## src/rtl/fetch_unit.sv

```systemverilog
// fetch_unit: single-outstanding instruction fetch over a valid/ready read bus; owns the PC.
// Optional FETCH_MISALIGN_CHECK_EN rejects fetches from addresses that are not word aligned.
module fetch_unit #(
  parameter int                  PC_WIDTH   = 32,
  parameter int                  INST_WIDTH = 32,
  parameter logic [PC_WIDTH-1:0] RESET_PC   = '0
) (
  input  logic                  clk,
  input  logic                  rst,
  input  logic                  inst_fetch,
  input  logic                  pc_load,
  input  logic [PC_WIDTH-1:0]   pc_load_val,
  output logic [INST_WIDTH-1:0] inst,
  output logic [PC_WIDTH-1:0]   inst_pc,
  output logic                  inst_valid,
  output logic [PC_WIDTH-1:0]   pc,
  output logic                  busy,
  output logic                  fetch_misaligned,
  output logic                  ir_addr_valid,
  input  logic                  ir_addr_ready,
  output logic [PC_WIDTH-1:0]   ir_addr,
  input  logic                  ir_data_valid,
  output logic                  ir_data_ready,
  input  logic [INST_WIDTH-1:0] ir_data
);

  typedef enum logic [1:0] {IDLE, ADDR, DATA} state_t;

  state_t              state, next_state;
  logic [PC_WIDTH-1:0] sel_addr, fetch_addr, pending_pc, next_pc;
  logic                pending_valid;
  logic                addr_hs, data_hs, start, misalign_hit;
  logic                addr_valid_d, data_ready_d;

  // A same-cycle load redirects the fetch that starts in this cycle.
  assign sel_addr = pc_load ? pc_load_val : pc;
  assign addr_hs  = (state == ADDR) && ir_addr_valid && ir_addr_ready;
  assign data_hs  = (state == DATA) && ir_data_valid && ir_data_ready;
  assign busy     = (state != IDLE);

`ifdef FETCH_MISALIGN_CHECK_EN
  assign misalign_hit = (state == IDLE) && inst_fetch && (sel_addr[1:0] != 2'b00);

  always_ff @(posedge clk) begin
    if (!rst) fetch_misaligned <= 1'b0;
    else      fetch_misaligned <= misalign_hit;
  end
`else
  assign misalign_hit     = 1'b0;
  assign fetch_misaligned = 1'b0;
`endif

  assign start = (state == IDLE) && inst_fetch && !misalign_hit;

  always_ff @(posedge clk) begin
    if (!rst) state <= IDLE;
    else      state <= next_state;
  end

  always_comb begin
    next_state = state;
    unique case (state)
      IDLE:    if (start)   next_state = ADDR;
      ADDR:    if (addr_hs) next_state = DATA;
      DATA:    if (data_hs) next_state = IDLE;
      default: next_state = IDLE;
    endcase
  end

  // Bus strobes are registered copies of the state being entered.
  always_comb begin
    addr_valid_d = (next_state == ADDR);
    data_ready_d = (next_state == DATA);
    next_pc      = fetch_addr + PC_WIDTH'(4);
    if (pc_load)            next_pc = pc_load_val;
    else if (pending_valid) next_pc = pending_pc;
  end

  always_ff @(posedge clk) begin
    if (!rst) begin
      pc            <= RESET_PC;
      inst          <= '0;
      inst_pc       <= '0;
      inst_valid    <= 1'b0;
      ir_addr_valid <= 1'b0;
      ir_data_ready <= 1'b0;
      ir_addr       <= '0;
      fetch_addr    <= '0;
      pending_valid <= 1'b0;
      pending_pc    <= '0;
    end else begin
      inst_valid    <= data_hs;
      ir_addr_valid <= addr_valid_d;
      ir_data_ready <= data_ready_d;
      if (start) begin
        fetch_addr <= sel_addr;
        ir_addr    <= {sel_addr[PC_WIDTH-1:2], 2'b00};
      end
      if (state == IDLE) begin
        if (pc_load) pc <= pc_load_val;
      end else if (data_hs) begin
        inst          <= ir_data;
        inst_pc       <= fetch_addr;
        pc            <= next_pc;
        pending_valid <= 1'b0;
      end else if (pc_load) begin
        pending_valid <= 1'b1;
        pending_pc    <= pc_load_val;
      end
    end
  end

endmodule

```

## config.mk

```make
export PLATFORM = sky130hd
export DESIGN_NAME = fetch_unit
export DESIGN_NICKNAME = d
export VERILOG_FILES = /design/src/rtl/fetch_unit.sv
export SDC_FILE = /design/constraint.sdc
export NUM_CORES = 1
export LEC_CHECK = 0
export CAP_MARGIN = 20
export CORE_ASPECT_RATIO = 1.75
export CORE_UTILIZATION = 30
export CTS_BUF_LIST = sky130_fd_sc_hd__clkbuf_4 sky130_fd_sc_hd__clkbuf_8
export DETAILED_ROUTE_END_ITERATION = 10
export GPL_ROUTABILITY_DRIVEN = 0
export GPL_TIMING_DRIVEN = 0
export RECOVER_POWER = 50
export SLEW_MARGIN = 15
export SYNTH_ARGS = -nofsm -noshare
export SYNTH_HDL_FRONTEND = slang
export SYNTH_SLANG_ARGS = --single-unit
```

## constraint.sdc

```tcl
create_clock -name clk -period 2.1 [get_ports clk]
set_input_delay 0.42 -clock clk [delete_from_list [all_inputs] [get_ports clk]]
set_output_delay 0.42 -clock clk [all_outputs]
set_load 0.005 [all_outputs]
```

==> impl_metrics.tcl, run 1 <==
set metrics [dict create \
    rsz0062_at_grt "no" \
    avgSynthCellArea_um2 8.110 \
    p_seq_share_pct 49.5 \
    synthAdderAreaFrac_pct 0.1666 \
    finalCritPeriodShare_pct 98.06 \
    synthTopCellsByCount "226 x nand2_1, 166 x dfxtp_1, 123 x a21oi_1" \
    p_leak_nw 4.050 \
    utilization_pct 42.18 \
    clock_latency_ps 490 \
    slowest_stage "clkdlybuf4s50_1" \
    cp_cell_sequence "clkdlybuf4s50_1 -> nand2_1 -> a21oi_1 -> buf_1 -> nand2_1 -> o221ai_1 -> a21oi_1" \
    drcViolationCount 0 \
    synthXorXnorAreaFrac_pct 1.633 \
    critPathArrivalTime_ps 2430 \
    setup_viol 0 \
    synth_most_common_cell "nand2_1" \
    crit_path_end_kind "flip-flop" \
    first_iter_violations 432 \
    drtPass1Iterations 6 \
    swShare_pct 29.73 \
    grt_max_degree 17 \
    p_per_area_mw_per_mm2 677.4 \
    fin_ws_ps 40.79 \
    root_buffer "clkbuf_8" \
    nFillCells 2529 \
    slew_headroom_pct 52.29 \
    initial_utilization_pct 30.49 \
    wirelength_um 26900 \
    power_frac_comb_pct 18.0 \
    cpPeakStageDelay_ps 520 \
    synth_edf_count 0 \
    synthArstFlopShare_pct 0 \
    drive_above_1_share_pct 12.71 \
    synth.area.top_cells "dfxtp_1 44%, nand2_1 11%, a21oi_1 8.2%" \
    worst-path-stages 7 \
    io_buffers 199 \
    diodes 0 \
    ys_ff_latch 166 \
    worst-path-buf-inv 2 \
    maxCapViolations 0 \
    synth-compound-area-share_pct 20.73 \
    fin_hold_ws_ps 453.5 \
    ys_types 61 \
    start_kind "primary input" \
    cts.sinks 166 \
    worstMarginPinSlew_ps 715.7 \
    cts_tree "yes" \
    grt_usage_pct 21.10 \
    clockBufferDepth 2 \
    setup_tns_ps 0 \
    avgViaCountPerCell 4.996 \
    cp_max_fo 10 \
    worstHoldPathType "reg -> reg" \
    die_x_um 121.6 \
    cts_buffers 17 \
    ir_drop_uv 317.1 \
    synth_top_family_by_area "compound AO/OA/AOI/OAI gates" \
    syn2layout_area_growth_pct 38.34 \
    postRouteAntennaNets 0 \
    fin_total_pwr_mw 7.037 \
    outcome "completed" \
    path_class "in -> reg" \
    yosys_warnings 0 \
    p_clk_share_pct 32.5 \
    dp_slack_ps -673.6 \
    antenna_found_initial 0 \
    report.final.slew_viol_count 0 \
    postCtsHoldBufs 0 \
    yosys.area_share.simple_pct 20.53 \
    hpwl_um 20660 \
    coreArea_mm2 0.02463 \
    grt_pass1_wl_um 40220 \
    htreeDepth 4 \
    muxShareOfSynthArea_pct 4.465 \
    syn_inst 926 \
    dieArea_mm2 0.02569 \
    grt_pass1_vias 7143 \
    synthFlopType "dfxtp_1" \
    yosys.area.top_type_share_pct 44.25 \
    wl_per_cell_um 18.23 \
    nNetsFinal 1222 \
    rr_worst_depth 6 \
    period_needed_ps 2059 \
    clock_skew_ps 19.34 \
    worst_hold_path.num_cells 2 \
    p_int_mw 4.945 \
    ys_seq_area_share_pct 44.25 \
    rows 76 \
    cpLargestDelayFamily "buffers and inverters" \
    grt_overflow 0 \
    synth_top_area_cell "dfxtp_1" \
    dieHeight_um 211.3 \
    fmax_mhz 485.6 \
    clkTransAtPathRegs_ps 90 \
    pin_count 203 \
    synth_area_mm2 0.007510 \
    critPathRequiredTime_ps 2480 \
    via_count 7374 \
    hold_viol_final 0 \
    p_sw_mw 2.092 \
]
kinds of logic (layout without fill, tap and decap cells):
group	Yosys count	after routing
buffers and inverters	114	350
adder cells (fa/ha/maj)	1	1
AND/OR/NAND/NOR	345	345
XOR/XNOR	14	14
multiplexers	33	33
other	1	3
flip-flops	166	166
AO/OA/AOI/OAI	252	252
layer usage:
metal	wire, um	part of all wire [%]	GRT usage (%)
met1	10050	37	22.18
met2	14490	54	39.40
met3	1509	5.6	3.825
met4	852	3.2	10.30
met5	0	0	0
path summary, 6_finish.rpt:
check | end | slack [ps] | startpoint
worst min register to register | inst[3] | 450 | inst[3]
worst max-delay path | pc[6] | 40 | ir_data_valid
worst min-delay path | inst[3] | 450 | inst[3]
worst max register to register | pc[28] | 120 | state[0]
placed cells by master, fill, tap and decap left out, types with 4 or more instances in the layout:
cell,instances
a211oi_1,30
a21oi_1,123
a22o_1,7
a31oi_1,11
a32o_1,9
a32oi_1,4
and3_1,5
and4_1,6
buf_2,17
buf_4,42
buf_6,4
clkbuf_1,33
clkbuf_2,12
clkbuf_8,19
clkdlybuf4s50_1,92
clkinvlp_4,4
dfxtp_1,151
dfxtp_2,13
dlygate4sd3_1,106
inv_1,5
mux2_2,4
mux2i_1,29
nand2_1,226
nand3_1,10
nand4_1,9
nor2_1,48
nor3_1,10
o21ai_0,26
o21ai_1,6
o22ai_1,9
o311a_1,6
or3_1,8
xnor2_1,6
xor2_1,8
repair_timing:
action                                  4_1_cts  5_1_grt
resized for setup                            22       24
setup buffers                                 4        1
pin swaps                                     3        4
endpoints found under the setup margin       87       54
flip-flops by register name, indices dropped and copies added, names as in the netlist:
register and flops:
pending_valid 1, inst 32, ir_data_ready 1, state 2, fetch_addr 32, inst_valid 1, pc 32, ir_addr_valid 1
inst_pc 32, pending_pc 32
layout make-up:
class	count	area [um2]	share of cell area [%]
plain buffers	107	611.8	5.889
clock buffers	19	261.5	2.517
clock inverters	13	122.6	1.180
inverters	7	26.28	0.2529
multi-input cells	648	3601	34.66
flip-flops and latches	166	3347	32.22
well taps	312	390.4	3.758
repair buffers	204	2028	19.52
worst register-to-register path: stages, from the launching register on:
cell and delay, ps:
dfxtp_1 340, buf_6 140, o21bai_2 330, buf_2 340
buf_2 360, a21oi_1 110, a32o_1 260
stage by stage:
stage               instance area [um2]  instances
global route                      10390       1476
finish                            10390       1476
CTS                               10350       1475
floorplan                          7517        928
global placement                   9899       1439
detailed placement                 9899       1439
power groups by stage:
stage	clock [mW]	sequential [mW]	combinational [mW]
after floorplan	0	3.50	0.654
after global placement	0	3.55	1.28
after detailed placement	0	3.55	1.28
after CTS	2.36	3.48	1.30
after global routing	2.47	3.50	1.37
final	2.29	3.48	1.27
Power figures use the tool's default switching activity.
==> run 2, diff against run 1 <==
--- a/config.mk
+++ b/config.mk
@@ -7,6 +7,7 @@
 export LEC_CHECK = 0
 export CAP_MARGIN = 20
 export CORE_ASPECT_RATIO = 1.75
+export CORE_MARGIN = 2
 export CORE_UTILIZATION = 30
 export CTS_BUF_LIST = sky130_fd_sc_hd__clkbuf_4 sky130_fd_sc_hd__clkbuf_8
 export DETAILED_ROUTE_END_ITERATION = 10
==> run 2 against run 1 <==
Compared with the run above: cell count is 0.27% higher; flip-flop and latch count stayed put; clock skew is 2.4 ps lower; critical endpoint is now ir_addr[23]; setup slack better by 5.9 ps; clock-buffer cell count stayed put; combinational power hardly changed; clock power is 5% higher; register-to-register slack worse by 40 ps; critical path type is now reg -> out; routed wire length is 1.9% higher; via count is 1.1% higher; non-clock buffer count is 1 higher.
==> impl_metrics.tcl, run 2 (synthesis results as in run 1) <==
set metrics [dict create \
    critPathArrivalTime_ps 1630 \
    htreeDepth 4 \
    cts_tree "yes" \
    postCtsHoldBufs 0 \
    p_per_area_mw_per_mm2 686.4 \
    min_to "inst[11]" \
    grt_util_met3_pct 4.460 \
    avgViaCountPerCell 5.038 \
    critPathRequiredTime_ps 1680 \
    syn2layout_area_growth_pct 38.89 \
    busiest_layer "met2" \
    cpLargestDelayFamily "buffers and inverters" \
    via_count 7456 \
    clock_skew_ps 16.91 \
    pin_count 203 \
    worst_hold_path.num_cells 2 \
    path_class "reg -> out" \
    final_cell_mix "226 x nand2_1, 147 x dfxtp_1, 123 x a21oi_1" \
    p_seq_share_pct 48.7 \
    crit_path_end_kind "output pin" \
    drcViolationCount 0 \
    dieArea_mm2 0.02636 \
    drtPass1Iterations 5 \
    rows 76 \
    dp_slack_ps -648.4 \
    fmax_mhz 487.0 \
    slowest_stage "clkdlybuf4s50_1" \
    fin_hold_ws_ps 452.8 \
    die_x_um 123.6 \
    nNetsFinal 1223 \
    report.final.slew_viol_count 0 \
    antenna_found_initial 3 \
    hold_start "inst[11]" \
    p_sw_mw 2.094 \
    drive_above_1_share_pct 12.96 \
    coreArea_mm2 0.02463 \
    clkTransAtPathRegs_ps 100 \
    worst-path-buf-inv 2 \
    io_buffers 199 \
    grt_usage_pct 20.84 \
    final_common_cell "nand2_1" \
    initial_utilization_pct 30.49 \
    wirelength_um 27400 \
    nFillCells 2485 \
    dieHeight_um 213.3 \
    rsz0062_at_grt "no" \
    worstMarginPinSlew_ps 703.7 \
    postRouteAntennaNets 0 \
    p_leak_nw 4.085 \
    met1_usage_pct 22.80 \
    rr_startpoint "fetch_addr[2]" \
    cpPeakStageDelay_ps 520 \
    setup_viol 0 \
    root_buffer "clkbuf_8" \
    period_needed_ps 2053 \
    cp_max_fo 6 \
    start_kind "flip-flop" \
    timing.rr.end "pc[30]" \
    p_clk_share_pct 33.6 \
    grt_util_met2_pct 37.15 \
    grt_pass1_vias 7115 \
    first_iter_violations 526 \
    ir_drop_uv 352.8 \
    p_int_mw 5.065 \
    hpwl_um 20900 \
    wl_per_cell_um 18.51 \
    slew_headroom_pct 52.88 \
    outcome "completed" \
    clockBufferDepth 2 \
    maxCapViolations 0 \
    reg2reg_slack_ps 80 \
    hold_viol_final 0 \
    cts_buffers 17 \
    worstHoldPathType "reg -> reg" \
    clock_latency_ps 490 \
    power_frac_comb_pct 17.7 \
    cts.sinks 166 \
    cp_cell_sequence "buf_4 -> clkdlybuf4s50_1" \
    swShare_pct 29.25 \
    grt_overflow 0 \
    fin_ws_ps 46.69 \
    grt_max_degree 17 \
    grt_pass1_wl_um 40570 \
    finalCritPeriodShare_pct 97.78 \
    rr_worst_depth 8 \
]
run 2: metrics by stage:
step | setup TNS [ps] | total power, mW | cell area, um2 | util [%] | instances
2_1_floorplan | 0 | 4.153 | 7517 | - | 928
4_1_cts | 0 | 7.267 | 10380 | 42.14 | 1474
3_3_place_gp | -60030 | 4.824 | 9899 | 40.20 | 1439
3_5_place_dp | -62440 | 4.833 | 9899 | 40.20 | 1439
6_report | 0 | 7.160 | 10430 | 42.35 | 1480
5_1_grt | 0 | 7.490 | 10430 | 42.35 | 1480
run 2: timing repair:
| action | in CTS | in global routing |
|---|---|---|
| buffers inserted | 3 | 3 |
| setup endpoints to repair | 93 | 52 |
| resized for setup | 28 | 21 |
| pin swaps | 2 | 2 |
run 2: area by class of cell:
type                    count  area [um2]  area share, %
multi-input cells         648        3593          34.45
flip-flops and latches    166        3349          32.11
diodes                      3       7.507        0.07198
well taps                 312       390.4          3.743
inverters                   7       26.28         0.2519
repair buffers            205        2039          19.55
plain buffers             107       615.6          5.902
clock inverters            13       146.4          1.404
clock buffers              19       261.5          2.507
run 2: worst register-to-register path, stage by stage, from the launching register on:
cell      delay, ps
dfxtp_4         420
ha_2            230
nand4_1         170
nor4_4          240
buf_4           180
buf_6           150
nand3_2          80
xor2_1          180
a311oi_2        270
run 2: metal layers:
layer,wire (um),part of all wire (%)
met4,1000,3.6
met1,10290,38
met5,0,0
met3,1500,5.5
met2,14610,53
run 2: worst max-delay path by stage:
stage	startpoint	endpoint	slack, ps	cells after the start
after floorplan	fetch_addr[2]	pc[28]	380	7
after global placement	pc_load	pending_pc[16]	-610	7
after detailed placement	ir_data_valid	inst[5]	-650	7
after CTS	state[0]	busy	0.6	4
after global routing	fetch_addr[31]	ir_addr[31]	0.5	2
final	fetch_addr[23]	ir_addr[23]	50	2
run 2: power groups by stage:
stage | Sequential [mW] | Clock [mW] | Combinational, mW
5_1_grt | 3.51 | 2.61 | 1.38
6_report | 3.48 | 2.41 | 1.27
4_1_cts | 3.48 | 2.49 | 1.30
2_1_floorplan | 3.50 | 0 | 0.654
3_5_place_dp | 3.55 | 0 | 1.28
3_3_place_gp | 3.55 | 0 | 1.28
==> run 3, diff against run 2 <==
--- a/config.mk
+++ b/config.mk
@@ -14,6 +14,7 @@
 export GPL_ROUTABILITY_DRIVEN = 0
 export GPL_TIMING_DRIVEN = 0
 export RECOVER_POWER = 50
+export REMOVE_ABC_BUFFERS = 1
 export SLEW_MARGIN = 15
 export SYNTH_ARGS = -nofsm -noshare
 export SYNTH_HDL_FRONTEND = slang
==> run 3 against run 2 <==
Compared with the run above: fmax rose by 0.81%; largest cell class unchanged; cell count fell by 5.9%; core utilization fell by 1.3 points; critical endpoint is now pc[27]; combinational power fell by 10%.
==> impl_metrics.tcl, run 3 (synthesis results as in run 1) <==
set metrics [dict create \
    rsz0062_at_grt "yes" \
    clock_latency_ps 480 \
    placedCellCount 1347 \
    dp_slack_ps -1045 \
    critPathRequiredTime_ps 2520 \
    die_x_um 123.6 \
    syn2layout_area_growth_pct 34.69 \
    rr_startpoint "state[1]" \
    initial_utilization_pct 30.49 \
    cp_max_fo 84 \
    wl_per_cell_um 17.27 \
    fin_cells 1393 \
    worstHoldPathType "reg -> reg" \
    drtPass1Iterations 5 \
    diodes 0 \
    rr_worst_depth 6 \
    cts.sinks 166 \
    htreeDepth 4 \
    fin_ws_ps 63.09 \
    slew_headroom_pct 48.21 \
    final_cell_mix "226 x nand2_1, 197 x clkdlybuf4s50_1, 154 x dfxtp_1" \
    via_count 6996 \
    clkTransAtPathRegs_ps 80 \
    drcViolationCount 0 \
    grt_pass1_vias 6445 \
    postCtsHoldBufs 0 \
    wirelength_um 24060 \
    p_leak_nw 3.502 \
    cp_cell_sequence "dlygate4sd2_1 -> inv_8 -> buf_16 -> nor2_4 -> a22o_1" \
    io_buffers 199 \
    avgViaCountPerCell 5.022 \
    outcome "completed" \
    hpwl_um 16460 \
    nFillCells 2417 \
    dieHeight_um 213.3 \
    pin_count 203 \
    worstMarginPinSlew_ps 776.8 \
    path_class "in -> reg" \
    fmax_mhz 490.9 \
    grt_usage_pct 18.11 \
    cts_buffers 17 \
    ir_drop_uv 375.3 \
    drive_above_1_share_pct 9.713 \
    grt_overflow 0 \
    cp-startpoint "rst" \
    hold_viol_final 0 \
    grt_pass1_wl_um 36160 \
    clockBufferDepth 2 \
    nNetsFinal 1141 \
    cpPeakStageDelay_ps 680 \
    coreArea_mm2 0.02463 \
    reg2reg_slack_ps 110 \
    slowest_stage "dlygate4sd2_1" \
    antenna_found_initial 0 \
    crit_end "pc[27]" \
    postRouteAntennaNets 0 \
    grt_max_degree 85 \
    crit_path_end_kind "flip-flop" \
    start_kind "primary input" \
    dieArea_mm2 0.02636 \
    root_buffer "clkbuf_8" \
    setup_viol 0 \
    period_needed_ps 2037 \
    rows 76 \
    final_common_cell "nand2_1" \
    report.final.slew_viol_count 0 \
    critPathArrivalTime_ps 2460 \
    p_per_area_mw_per_mm2 671.5 \
    maxCapViolations 0 \
    first_iter_violations 324 \
    finalCritPeriodShare_pct 97.00 \
    cts_tree "yes" \
    worst_hold_path.num_cells 2 \
    timing.rr.end "pc[31]" \
    clock_skew_ps 11.06 \
]
[run 3: worst min path at each step]
| stage | slack (ps) | start | endpoint |
|---|---|---|---|
| final | 450 | inst[30] | inst[30] |
| after CTS | 430 | ir_data[11] | inst[11] |
| after global placement | 440 | pending_pc[17] | pending_pc[17] |
| after detailed placement | 440 | pending_pc[6] | pending_pc[6] |
| after global routing | 440 | ir_data[22] | inst[22] |
| after floorplan | 430 | pending_pc[10] | pending_pc[10] |
[run 3: metrics by stage]
stage | total power, mW | TNS [ps] | area [um2] | hold WS [ps] | util (%)
2_1_floorplan | 4.021 | -174660 | 6929 | 432.4 | -
3_3_place_gp | 4.666 | -693960 | 9311 | 437.4 | 37.81
3_5_place_dp | 4.703 | -77610 | 9578 | 444.3 | 38.89
4_1_cts | 6.896 | 0 | 10080 | 425.2 | 40.94
5_1_grt | 7.128 | -7.030 | 10110 | 439.7 | 41.07
6_report | 6.792 | 0 | 10110 | 451.9 | 41.07
[run 3: per-layer routing]
layer  global-route usage, %  up-vias  share of wire [%]
li1                        -     3487                  -
met1                   19.70     3311                 40
met2                   33.10      167                 53
met3                   4.247       31                3.9
met4                   7.328        0                2.6
met5                       0        -                  0
[run 3: area by class of cell]
cell class	count	area [um2]	area share, %
clock buffer	26	320.3	3.167
tap	312	390.4	3.859
timing repair buffer	228	2347	23.21
timing repair inverter	1	7.507	0.07422
multi-input combinational	649	3646	36.05
sequential	166	3343	33.05
clock inverter	4	22.52	0.2227
inverter	7	37.54	0.3711
[run 3: critical path: cells and delay by family]
kind	cells	cell delay [ps]
AO/OA/AOI/OAI	1	220
buffers and inverters	3	1310
AND/OR/NAND/NOR	1	450
[run 3: where the power goes]
group	internal (mW)	switching, mW	leakage (nW)
clock network	0.972	1.16	0.183
registers	3.31	0.218	1.36
logic	0.594	0.542	1.96
[run 3: what timing repair did]
item,CTS,global route
cloned,2,0
setup endpoints to repair,99,33
pin swaps,3,5
setup buffers,9,5
gates resized for setup,19,7
